===== src/rtl/pipeline_stall_ctrl_pkg.sv =====
// rtl/pipeline_stall_ctrl_pkg.sv - shared FSM encodings and drain default for the pipeline sequencer
package pipeline_stall_ctrl_pkg;

  localparam logic [2:0] ST_IDLE   = 3'd0;
  localparam logic [2:0] ST_RUN    = 3'd1;
  localparam logic [2:0] ST_STEP   = 3'd2;
  localparam logic [2:0] ST_DRAIN  = 3'd3;
  localparam logic [2:0] ST_HALTED = 3'd4;

  localparam int DEFAULT_DRAIN_CYCLES = 3;

  typedef enum logic [2:0] {
    S_IDLE   = ST_IDLE,
    S_RUN    = ST_RUN,
    S_STEP   = ST_STEP,
    S_DRAIN  = ST_DRAIN,
    S_HALTED = ST_HALTED
  } state_t;

endpackage


===== src/rtl/pipeline_stall_ctrl_sat_counter.sv =====
// rtl/pipeline_stall_ctrl_sat_counter.sv - saturating up-counter with enable
module sat_counter #(
  parameter int WIDTH = 32
) (
  input  logic             clk,
  input  logic             rst,
  input  logic             en,
  output logic [WIDTH-1:0] count
);

  always_ff @(posedge clk or posedge rst) begin
    if (rst) begin
      count <= '0;
    end else if (en && (count != '1)) begin
      count <= count + WIDTH'(1);
    end
  end

endmodule


===== src/rtl/pipeline_stall_ctrl.sv =====
// rtl/pipeline_stall_ctrl.sv - pipeline stall/flush/halt sequencer for the 5-stage pipeline
// STALL_COUNTER_EN adds the saturating stall-cycle counter; otherwise o_stall_count is 0.
module pipeline_stall_ctrl
  import pipeline_stall_ctrl_pkg::*;
#(
  parameter int DRAIN_CYCLES = DEFAULT_DRAIN_CYCLES,
  parameter int N_BITS_CNT   = 32
) (
  input  logic                  i_clock,
  input  logic                  i_reset,
  input  logic                  i_stall,
  input  logic                  i_flush_branch,
  input  logic                  i_halt_id,
  input  logic                  i_dbg_run,
  input  logic                  i_dbg_step,
  output logic                  o_pc_we,
  output logic                  o_ifid_we,
  output logic                  o_ifid_flush,
  output logic                  o_idex_bubble,
  output logic                  o_pipe_en,
  output logic                  o_halted,
  output logic [N_BITS_CNT-1:0] o_stall_count
);

  localparam int DW = (DRAIN_CYCLES > 1) ? $clog2(DRAIN_CYCLES) : 1;
  localparam logic [DW-1:0] DRAIN_LAST = DW'(DRAIN_CYCLES - 1);

  state_t        state, state_next;
  logic [DW-1:0] drain_cnt;
  logic          advancing;

  assign advancing = (state == S_RUN) || (state == S_STEP);

  always_ff @(posedge i_clock or posedge i_reset) begin
    if (i_reset) begin
      state     <= S_IDLE;
      drain_cnt <= '0;
    end else begin
      state     <= state_next;
      drain_cnt <= (state == S_DRAIN) ? drain_cnt + DW'(1) : '0;
    end
  end

  always_comb begin
    state_next    = state;
    o_pc_we       = 1'b0;
    o_ifid_we     = 1'b0;
    o_ifid_flush  = 1'b0;
    o_idex_bubble = 1'b0;
    o_pipe_en     = 1'b0;
    case (state)
      S_IDLE: begin
        if (i_dbg_run) begin
          state_next = S_RUN;
        end else if (i_dbg_step) begin
          state_next = S_STEP;
        end
      end
      S_RUN, S_STEP: begin
        o_pipe_en     = 1'b1;
        o_pc_we       = ~i_stall;
        o_ifid_we     = ~i_stall;
        o_idex_bubble = i_stall;
        o_ifid_flush  = i_flush_branch & ~i_stall;
        // HALT moves on into ID/EX while fetch is frozen and IF/ID is cleared
        if (i_halt_id && !i_stall) begin
          o_pc_we      = 1'b0;
          o_ifid_flush = 1'b1;
          state_next   = S_DRAIN;
        end else if (state == S_STEP) begin
          state_next = S_IDLE;
        end
      end
      S_DRAIN: begin
        o_ifid_flush  = 1'b1;
        o_idex_bubble = 1'b1;
        o_pipe_en     = 1'b1;
        if (drain_cnt == DRAIN_LAST) begin
          state_next = S_HALTED;
        end
      end
      S_HALTED: begin
        state_next = S_HALTED;
      end
      default: begin
        state_next = S_IDLE;
      end
    endcase
  end

  assign o_halted = (state == S_HALTED);

`ifdef STALL_COUNTER_EN
  sat_counter #(
    .WIDTH(N_BITS_CNT)
  ) u_stall_cnt (
    .clk  (i_clock),
    .rst  (i_reset),
    .en   (advancing & i_stall),
    .count(o_stall_count)
  );
`else
  assign o_stall_count = '0;
`endif

endmodule


===== config.mk =====
export PLATFORM = sky130hd
export DESIGN_NAME = pipeline_stall_ctrl
export DESIGN_NICKNAME = d
export VERILOG_FILES = /design/src/rtl/pipeline_stall_ctrl_pkg.sv /design/src/rtl/pipeline_stall_ctrl_sat_counter.sv /design/src/rtl/pipeline_stall_ctrl.sv
export SDC_FILE = /design/constraint.sdc
export NUM_CORES = 1
export LEC_CHECK = 0
export ABC_CLOCK_PERIOD_IN_PS = 2200
export BUFFER_PORTS_ARGS = -buffer_cell sky130_fd_sc_hd__buf_2
export CORE_MARGIN = 2
export CORE_UTILIZATION = 41
export CTS_CLUSTER_SIZE = 20
export DETAILED_ROUTE_END_ITERATION = 10
export HOLD_SLACK_MARGIN = 0.05
export PLACE_DENSITY = 0.89
export SLEW_MARGIN = 10
export SYNTH_ARGS = -nofsm -noshare
export SYNTH_HDL_FRONTEND = slang
export SYNTH_SLANG_ARGS = --single-unit
export TNS_END_PERCENT = 10

===== constraint.sdc =====
create_clock -name i_clock -period 2.2 [get_ports i_clock]
set_input_delay 0.22 -clock i_clock [delete_from_list [all_inputs] [get_ports i_clock]]
set_output_delay 0.22 -clock i_clock [all_outputs]
set_load 0.05 [all_outputs]

==> results.py, run 1 <==
metrics = {
    "synthesis": {
        "yosysSeqAreaShare_pct": 21.8,
        "yosysMostFrequentCell": "buf_4",
        "synthFlopType": "dfrtp_1",
        "synth_common_cells": "32 x buf_4, 5 x dfrtp_1, 5 x nor2_1",
        "synth_top_cell_area_share_pct": 41.8,
        "ys_seq_elements": 5,
        "syn_area_um2": 574,
        "syn_area_per_cell_um2": 8.32,
        "yosysWarnings": 0,
        "synth.distinct_cells": 24,
        "synth_edf_count": 0,
        "synth_area_leader_cell": "buf_4",
        "synth_area_leaders": "buf_4 42%, dfrtp_1 22%, nor2_1 3.3%, buf_8 2.6%, inv_1 2.6%",
        "syn_inst": 69,
        "async_reset_ff_share_pct": 100,
    },
    "finish": {
        "post-route-util_pct": 41.9,
        "layout-drive-gt1-share_pct": 21.7,
        "nNetsFinal": 92,
        "diodes": 0,
        "design_area_um2": 546,
        "area_growth_pct": -5.01,
        "fillers": 139,
        "layout.cells.non_filler": 98,
    },
    "power_and_ir_drop": {
        "fin_total_pwr_mw": 0.790,
        "powerDensity_mw_per_mm2": 1450,
        "vdd_drop_max_mv": 0.564,
        "p_leak_nw": 0.307,
    },
    "place": {
        "dp.cells": 93,
        "dp_hpwl_um": 650,
        "gp_congestion": 0.649,
        "port_buffers": 12,
        "place_area_um2": 509,
    },
    "worst_setup_path": {
        "r2r_start": "state[0]$_DFFE_PP0P_",
        "reg2reg_depth": 3,
        "path_cells": "xnor2_1 > nor3_1 > buf_2",
        "path_buf_inv": 1,
        "crit_arrival_ns": 1.36,
        "worstPathRequired_ns": 1.98,
        "endpoint_kind": "output port",
        "critPathSlowestCell": "dfrtp_1",
        "startpoint_type": "flop",
        "path_class": "reg -> out",
        "critical_path.top_delay_family": "flip-flops",
        "crit_fanout": 12,
        "r2r-end": "state[0]$_DFFE_PP0P_",
        "regToRegSetupSlack_ns": 0.84,
        "cpPeakStageDelay_ns": 0.49,
        "critPathLaunch": "state[0]$_DFFE_PP0P_",
    },
    "drt": {
        "route.antenna.remaining_nets": 0,
        "num_vias": 378,
        "drc_errors": 0,
        "firstDrtPassIters": 3,
        "wl_um": 791,
        "detail_route.iter0.violations": 3,
        "vias_per_cell": 3.86,
        "routedWlPerCell_um": 8.07,
    },
    "min_path": {
        "whs_endpoint": "state[0]$_DFFE_PP0P_",
        "min_path_cells": 2,
        "hp-start": "i_dbg_run",
        "hold_path.class": "in -> reg",
    },
    "cts": {
        "cts_tree": "done",
        "cts_inserted_buffers": 3,
        "cts_sinks": 5,
        "cts_buffer_depth": 2,
        "post_cts_resized": 0,
        "holdBufCountCts": 1,
        "clock_latency_ns": 0.24,
        "post_cts_buffers": 0,
        "clk_pin_slew_ns": 0.04,
        "root_buffer": "clkbuf_4",
        "cts_max_level": 1,
    },
    "global_routing": {
        "globalRoute.totalOverflow": 0,
        "antenna_found_initial": 0,
        "grt_pass1_vias": 294,
        "grt_pass1_wl_mm": 1.23,
        "grt_max_degree": 13,
        "grt_usage_pct": 9.62,
    },
    "die": {
        "die_h_um": 41.4,
        "design.portCount": 45,
        "dieArea_mm2": 0.00172,
        "coreArea_mm2": 0.00130,
        "die_w_um": 41.4,
        "initial_core_util_pct": 44.1,
        "num_rows": 13,
    },
    "timing": {
        "fin_skew_ns": 0.000561,
        "period_share_pct": 71.9,
        "hold_viol_final": 0,
        "setup_viol": 0,
        "rsz0062_at_grt": "no",
        "tns_ns": 0,
        "fmax_mhz": 632,
        "min_period_ns": 1.58,
        "slew_viol_final": 0,
    },
    "outcome": {
        "status": "finished clean",
    },
    "flow_run": {
        "max_cap_violations": 0,
    },
}
worst max path at each step:
stage	endpoint	depth (start not counted)
2_1_floorplan	o_ifid_we	3
3_3_place_gp	o_ifid_flush	5
3_5_place_dp	state[0]$_DFFE_PP0P_	3
4_1_cts	o_pc_we	3
5_1_grt	o_ifid_we	3
6_report	o_ifid_we	3
metal layers:
metal	global-route usage [%]	share of wire, %
met3	5.22	13
met2	15.0	47
met5	0	0
met4	3.87	0
met1	10.9	40
sequential cells by signal (all words and copies together) (netlist names):
name	cells
state	3
drain_cnt	2
stage by stage:
| stage | setup WS [ns] | hold slack (ns) |
|---|---|---|
| global route | 0.477 | 0.219 |
| floorplan | 0.277 | -0.00148 |
| CTS | 0.606 | 0.224 |
| global placement | 0.890 | 0.118 |
| detailed placement | 0.836 | 0.132 |
| finish | 0.618 | 0.225 |
kinds of logic (layout without fill, tap and decap cells):
family                     after synthesis  count (layout)  synth area share [%]
and+or+nand+nor                         13              13                  11.5
other                                    1              32                 0.653
DFF                                      5               5                  21.8
adders and majority gates                1               1                  2.18
AOI/OAI and AO/OA                       10              10                  13.3
xor gates and xnor gates                 1               1                  1.53
buffers and inverters                   38              21                  49.0
final cells by class:
| cell class | count | area (um^2) | share of cell area [%] |
|---|---|---|---|
| Sequential cell | 5 | 125 | 22.9 |
| Tap cell | 15 | 18.8 | 3.44 |
| Timing Repair Buffer | 13 | 70.1 | 12.8 |
| Clock buffer | 4 | 26.3 | 4.82 |
| Inverter | 4 | 15.0 | 2.75 |
| Multi-Input combinational cell | 57 | 290 | 53.2 |
worst register-to-register path, cell delays in order (launching register included):
cell	delay [ns]
dfrtp_1	0.49
or3b_1	0.44
a31oi_2	0.20
o31a_1	0.16
power breakdown:
group | internal (mW) | total [mW] | switching (mW)
sequential | 0.130 | 0.185 | 0.0554
combinational | 0.120 | 0.496 | 0.375
clock | 0.0687 | 0.109 | 0.0398
layout by cell type, fill, tap and decap left out:
cell / Yosys / layout
inv_1: 4 / 4
o31a_1: 1 / 1
xnor2_1: 1 / 1
dfrtp_1: 5 / 5
nor4_2: 0 / 1
o21a_1: 1 / 1
o21ai_0: 2 / 2
o21bai_1: 1 / 1
a32o_1: 1 / 1
conb_1: 1 / 32
nand2_1: 2 / 2
clkbuf_1: 0 / 1
buf_2: 0 / 12
or3b_1: 1 / 1
a21oi_1: 2 / 2
clkbuf_4: 0 / 3
a31oi_2: 1 / 1
nor2_1: 5 / 5
and2_1: 1 / 1
nand3b_1: 1 / 1
nand2b_1: 1 / 1
ha_1: 1 / 1
o21ba_2: 1 / 1
dlygate4sd3_1: 0 / 1
nor3_1: 1 / 1
Power figures use the tool's default switching activity.
==> inputs of run 2 (changes only) <==
--- a/config.mk
+++ b/config.mk
@@ -5,14 +5,14 @@
 export SDC_FILE = /design/constraint.sdc
 export NUM_CORES = 1
 export LEC_CHECK = 0
-export ABC_CLOCK_PERIOD_IN_PS = 2200
+export ABC_CLOCK_PERIOD_IN_PS = 1580
 export BUFFER_PORTS_ARGS = -buffer_cell sky130_fd_sc_hd__buf_2
 export CORE_MARGIN = 2
-export CORE_UTILIZATION = 41
+export CORE_UTILIZATION = 38
 export CTS_CLUSTER_SIZE = 20
 export DETAILED_ROUTE_END_ITERATION = 10
 export HOLD_SLACK_MARGIN = 0.05
-export PLACE_DENSITY = 0.89
+export PLACE_DENSITY = 0.84
 export SLEW_MARGIN = 10
 export SYNTH_ARGS = -nofsm -noshare
 export SYNTH_HDL_FRONTEND = slang
==> constraint.sdc (replaced) <==
create_clock -name i_clock -period 1.58 [get_ports i_clock]
set_input_delay 0.158 -clock i_clock [delete_from_list [all_inputs] [get_ports i_clock]]
set_output_delay 0.158 -clock i_clock [all_outputs]
set_load 0.05 [all_outputs]
==> results.py, run 2 (same netlist as run 1, synthesis figures left out) <==
metrics = {
    "die": {
        "die_h_um": 42.9,
        "coreArea_mm2": 0.00145,
        "num_rows": 14,
        "dieArea_mm2": 0.00184,
        "initial_core_util_pct": 39.5,
        "die_w_um": 42.9,
        "design.portCount": 45,
    },
    "cts": {
        "cts_buffer_depth": 2,
        "cts_sinks": 5,
        "cts_max_level": 1,
        "cts_inserted_buffers": 3,
        "post_cts_buffers": 0,
        "root_buffer": "clkbuf_4",
        "clk_pin_slew_ns": 0.04,
        "clock_latency_ns": 0.24,
        "cts_tree": "done",
    },
    "timing": {
        "rsz0062_at_grt": "no",
        "min_period_ns": 1.45,
        "setup_viol": 0,
        "worst_slack_ns": 0.127,
        "fmax_mhz": 688,
        "tns_ns": 0,
        "fin_skew_ns": 0.00145,
        "period_share_pct": 92.0,
        "slew_viol_final": 0,
        "hold_viol_final": 0,
    },
    "power_and_ir_drop": {
        "p_leak_nw": 0.307,
        "fin_total_pwr_mw": 1.10,
        "vdd_drop_max_mv": 0.699,
        "powerDensity_mw_per_mm2": 1980,
    },
    "drt": {
        "firstDrtPassIters": 2,
        "wl_um": 761,
        "route.antenna.remaining_nets": 0,
        "num_vias": 386,
        "vias_per_cell": 3.90,
        "drc_errors": 0,
        "routedWlPerCell_um": 7.69,
        "detail_route.iter0.violations": 2,
    },
    "worst_setup_path": {
        "critPathSlowestCell": "dfrtp_1",
        "crit_arrival_ns": 1.30,
        "path_cells": "xnor2_1 > nor4_2 > clkbuf_4",
        "r2r_start": "state[0]$_DFFE_PP0P_",
        "path_depth": 3,
        "crit_fanout": 8,
        "r2r-end": "state[0]$_DFFE_PP0P_",
        "critPathLaunch": "state[1]$_DFFE_PP0P_",
        "cpPeakStageDelay_ns": 0.46,
        "endpoint_kind": "output port",
        "path_buf_inv": 1,
        "worstPathRequired_ns": 1.42,
        "startpoint_type": "flop",
        "critical_path.top_delay_family": "flip-flops",
        "path_class": "reg -> out",
        "regToRegSetupSlack_ns": 0.29,
        "cp-endpoint": "o_pc_we",
        "reg2reg_depth": 3,
    },
    "min_path": {
        "hold_path.class": "in -> reg",
    },
    "place": {
        "dp_hpwl_um": 661,
        "dp_slack_ns": 0.247,
        "gp_congestion": 0.705,
        "port_buffers": 12,
    },
    "finish": {
        "largest_register": "state",
        "diodes": 0,
        "layout-drive-gt1-share_pct": 24.1,
        "nNetsFinal": 92,
        "largest_reg_flops": 3,
        "area_growth_pct": -3.27,
        "layout_commonest_cell": "conb_1",
        "mostFrequentLayoutCells": "32 x conb_1, 11 x buf_2, 5 x nor2_1",
        "top_regs": "state (3), drain_cnt (2)",
        "fillers": 160,
    },
    "outcome": {
        "status": "finished clean",
    },
    "global_routing": {
        "grt_pass1_vias": 302,
        "antenna_found_initial": 0,
        "grt_pass1_wl_mm": 1.27,
        "grt_usage_pct": 9.04,
        "grt_max_degree": 13,
        "globalRoute.totalOverflow": 0,
    },
    "flow_run": {
        "max_cap_violations": 0,
    },
}
[run 2: metrics by stage]
| step | util [%] | instances | area (um^2) | hold slack, ns |
|---|---|---|---|---|
| CTS | 38.0 | 99 | 552 | 0.156 |
| global route | 38.2 | 99 | 556 | 0.170 |
| floorplan | - | 100 | 702 | -0.0635 |
| detailed placement | 35.5 | 94 | 515 | 0.0619 |
| finish | 38.2 | 99 | 556 | 0.154 |
| global placement | 35.5 | 94 | 515 | 0.0575 |
[run 2: worst min path at each step]
stage / start / end / slack (ns) / depth (start not counted)
6_report: i_dbg_run / state[0]$_DFFE_PP0P_ / 0.15 / 2
5_1_grt: i_dbg_run / state[0]$_DFFE_PP0P_ / 0.17 / 2
4_1_cts: i_dbg_run / state[0]$_DFFE_PP0P_ / 0.16 / 2
3_5_place_dp: i_reset / drain_cnt[1]$_DFF_PP0_ / 0.06 / 2
3_3_place_gp: i_reset / drain_cnt[0]$_DFF_PP0_ / 0.06 / 2
2_1_floorplan: i_reset / drain_cnt[0]$_DFF_PP0_ / -0.06 / 1
[run 2: timing repair]
item                                    4_1_cts  5_1_grt
endpoints found under the hold margin         5        0
endpoints found under the setup margin        0        5
gates resized for setup                       0        2
hold buffers                                  1        0
[run 2: area by class of cell]
class                      count  area, um^2  area share, %
multi-input combinational     57         295           53.2
sequential                     5         126           22.7
timing repair buffer          13        72.6           13.1
clock buffer                   4        26.3           4.73
tap                           16        20.0           3.60
inverter                       4        15.0           2.70
[run 2: metal layers]
metal  global-route usage (%)  vias to the layer above  wire length [um]
li1                         -                      186                 -
met1                     10.4                      170               270
met2                     14.5                       30               379
met3                     5.11                        0               111
met4                     1.88                        0                 0
met5                        0                        -                 0
[run 2: worst reg2reg max path, delay by kind of cell (launching register included)]
kind            cells  cell delay, ns
flops               1            0.47
simple gates        1            0.41
compound gates      2            0.34
[run 2: power by group]
part | leakage [nW] | switching, mW | internal [mW] | total, mW
Sequential | 0.0610 | 0.0762 | 0.183 | 0.259
Combinational | 0.231 | 0.525 | 0.173 | 0.699
Clock | 0.0150 | 0.0476 | 0.0952 | 0.143
Total | 0.307 | 0.649 | 0.452 | 1.10
==> inputs of run 3 (changes only) <==
--- a/config.mk
+++ b/config.mk
@@ -13,8 +13,10 @@
 export DETAILED_ROUTE_END_ITERATION = 10
 export HOLD_SLACK_MARGIN = 0.05
 export PLACE_DENSITY = 0.84
+export RECOVER_POWER = 100
 export SLEW_MARGIN = 10
 export SYNTH_ARGS = -nofsm -noshare
 export SYNTH_HDL_FRONTEND = slang
+export SYNTH_HIERARCHICAL = 1
 export SYNTH_SLANG_ARGS = --single-unit
 export TNS_END_PERCENT = 10
==> results.py, run 3 <==
metrics = {
    "cts": {
        "post_cts_buffers": 0,
        "root_buffer": "clkbuf_4",
        "cts_tree": "done",
        "cts_max_level": 1,
        "clock_latency_ns": 0.24,
        "clk_pin_slew_ns": 0.04,
        "cts_buffer_depth": 2,
        "cts_inserted_buffers": 3,
        "cts_sinks": 5,
    },
    "synthesis": {
        "yosysMostFrequentCell": "buf_4",
        "yosysWarnings": 6,
        "syn_area_um2": 574,
        "synth_edf_count": 0,
        "syn_area_per_cell_um2": 8.32,
        "synth_area_leader_cell": "buf_4",
        "synth_area_leaders": "buf_4 42%, dfrtp_1 22%, nor2_1 3.3%, buf_8 2.6%, inv_1 2.6%",
        "ys_seq_elements": 5,
        "yosysSeqAreaShare_pct": 21.8,
        "synthFlopType": "dfrtp_1",
        "syn_inst": 69,
        "synth_top_cell_area_share_pct": 41.8,
        "async_reset_ff_share_pct": 100,
        "synth_common_cells": "32 x buf_4, 5 x dfrtp_1, 5 x nor2_1",
        "synth.distinct_cells": 24,
    },
    "flow_run": {
        "max_cap_violations": 0,
    },
    "finish": {
        "largest_reg_flops": 3,
        "layout.cells.non_filler": 99,
        "largest_register": "state",
        "layout-drive-gt1-share_pct": 24.1,
        "area_growth_pct": -3.27,
        "top_regs": "state (3), drain_cnt (2)",
        "post-route-util_pct": 38.2,
        "design_area_um2": 556,
        "layout_commonest_cell": "conb_1",
        "nNetsFinal": 92,
        "mostFrequentLayoutCells": "32 x conb_1, 7 x buf_2, 5 x nor2_1",
        "diodes": 0,
    },
    "min_path": {
        "hold_path.class": "in -> reg",
    },
    "global_routing": {
        "grt_pass1_wl_mm": 1.27,
        "grt_usage_pct": 9.04,
        "grt_max_degree": 13,
        "globalRoute.totalOverflow": 0,
        "antenna_found_initial": 0,
        "grt_pass1_vias": 302,
    },
    "place": {
        "dp_hpwl_um": 661,
        "dp.cells": 94,
        "place_area_um2": 515,
        "gp_congestion": 0.705,
        "port_buffers": 12,
    },
    "die": {
        "initial_core_util_pct": 39.5,
        "coreArea_mm2": 0.00145,
        "die_h_um": 42.9,
        "num_rows": 14,
        "design.portCount": 45,
        "die_w_um": 42.9,
        "dieArea_mm2": 0.00184,
    },
    "drt": {
        "wl_um": 761,
        "vias_per_cell": 3.90,
        "drc_errors": 0,
        "routedWlPerCell_um": 7.69,
        "num_vias": 386,
        "firstDrtPassIters": 2,
        "route.antenna.remaining_nets": 0,
        "detail_route.iter0.violations": 2,
    },
    "timing": {
        "fmax_mhz": 683,
        "min_period_ns": 1.46,
        "hold_viol_final": 0,
        "setup_viol": 0,
        "slew_viol_final": 0,
        "rsz0062_at_grt": "no",
        "period_share_pct": 92.6,
        "fin_skew_ns": 0.00145,
        "hold_slack_ns": 0.154,
    },
    "worst_setup_path": {
        "worstPathRequired_ns": 1.42,
        "endpoint_kind": "output port",
        "regToRegSetupSlack_ns": 0.29,
        "startpoint_type": "flop",
        "crit_arrival_ns": 1.31,
        "crit_fanout": 8,
        "path_class": "reg -> out",
    },
    "outcome": {
        "status": "finished clean",
    },
    "power_and_ir_drop": {
        "p_leak_nw": 0.308,
        "powerDensity_mw_per_mm2": 1980,
        "vdd_drop_max_mv": 0.699,
        "fin_total_pwr_mw": 1.10,
    },
}
[run 3: cell types whose count changed in the layout (fill, tap and decap cells not counted)]
| cell | previous run | this run |
|---|---|---|
| and2_1 | 1 | 0 |
| buf_2 | 11 | 7 |
| and2_0 | 0 | 1 |
| clkbuf_2 | 0 | 4 |
[run 3: layout make-up]
cell class,instances,area [um^2]
Fill cell,160,898
Multi-Input combinational cell,57,295
Sequential cell,5,126
Timing Repair Buffer,13,72.6
Clock buffer,4,26.3
Tap cell,16,20.0
Inverter,4,15.0
[run 3: cell families (layout without fill, tap and decap cells)]
kind of cell | Yosys count | after routing | synth area share [%]
flip-flops | 5 | 5 | 21.8
AND/OR/NAND/NOR | 13 | 13 | 11.5
adder cells (fa/ha/maj) | 1 | 1 | 2.18
other | 1 | 32 | 0.653
AO/OA/AOI/OAI | 10 | 10 | 13.3
XOR/XNOR | 1 | 1 | 1.53
buffers and inverters | 38 | 21 | 49.0
[run 3: layer usage]
layer,routed length [um],part of all wire [%],GRT usage (%),vias to the layer above
li1,-,-,-,186
met1,267,35,10.4,170
met2,380,50,14.5,30
met3,113,15,5.11,0
met4,0,0,1.88,0
met5,0,0,0,-
[run 3: repair_timing]
action	CTS	global route
gates resized for setup	0	2
hold buffers	1	0
setup endpoints to repair	0	5
hold endpoints to repair	5	0
[run 3: worst max-delay path, stage by stage (launching register included)]
cell     delay, ns
dfrtp_1       0.46
nor2_1        0.16
and2_0        0.18
buf_2         0.28
[run 3: worst paths after layout]
check                                       start                     end  cells after the start
min in group asynchronous                 i_reset  drain_cnt[0]$_DFF_PP0_                      3
max                          state[1]$_DFFE_PP0P_                o_halted                      3
min                                     i_dbg_run    state[0]$_DFFE_PP0P_                      2
max reg2reg                  state[0]$_DFFE_PP0P_    state[0]$_DFFE_PP0P_                      3
max in group asynchronous                 i_reset    state[0]$_DFFE_PP0P_                      3
min reg2reg                drain_cnt[0]$_DFF_PP0_  drain_cnt[0]$_DFF_PP0_                      1
[run 3: stage by stage]
step	setup WS, ns	setup TNS (ns)
floorplan	-0.0991	-0.0991
global placement	0.305	0
detailed placement	0.247	0
CTS	0.0489	0
global route	0.00337	0
finish	0.117	0
[run 3: where the power goes]
part	total (mW)	switching, mW	internal, mW
combinational	0.699	0.527	0.171
clock	0.143	0.0476	0.0952
sequential	0.260	0.0762	0.183
total	1.10	0.651	0.450
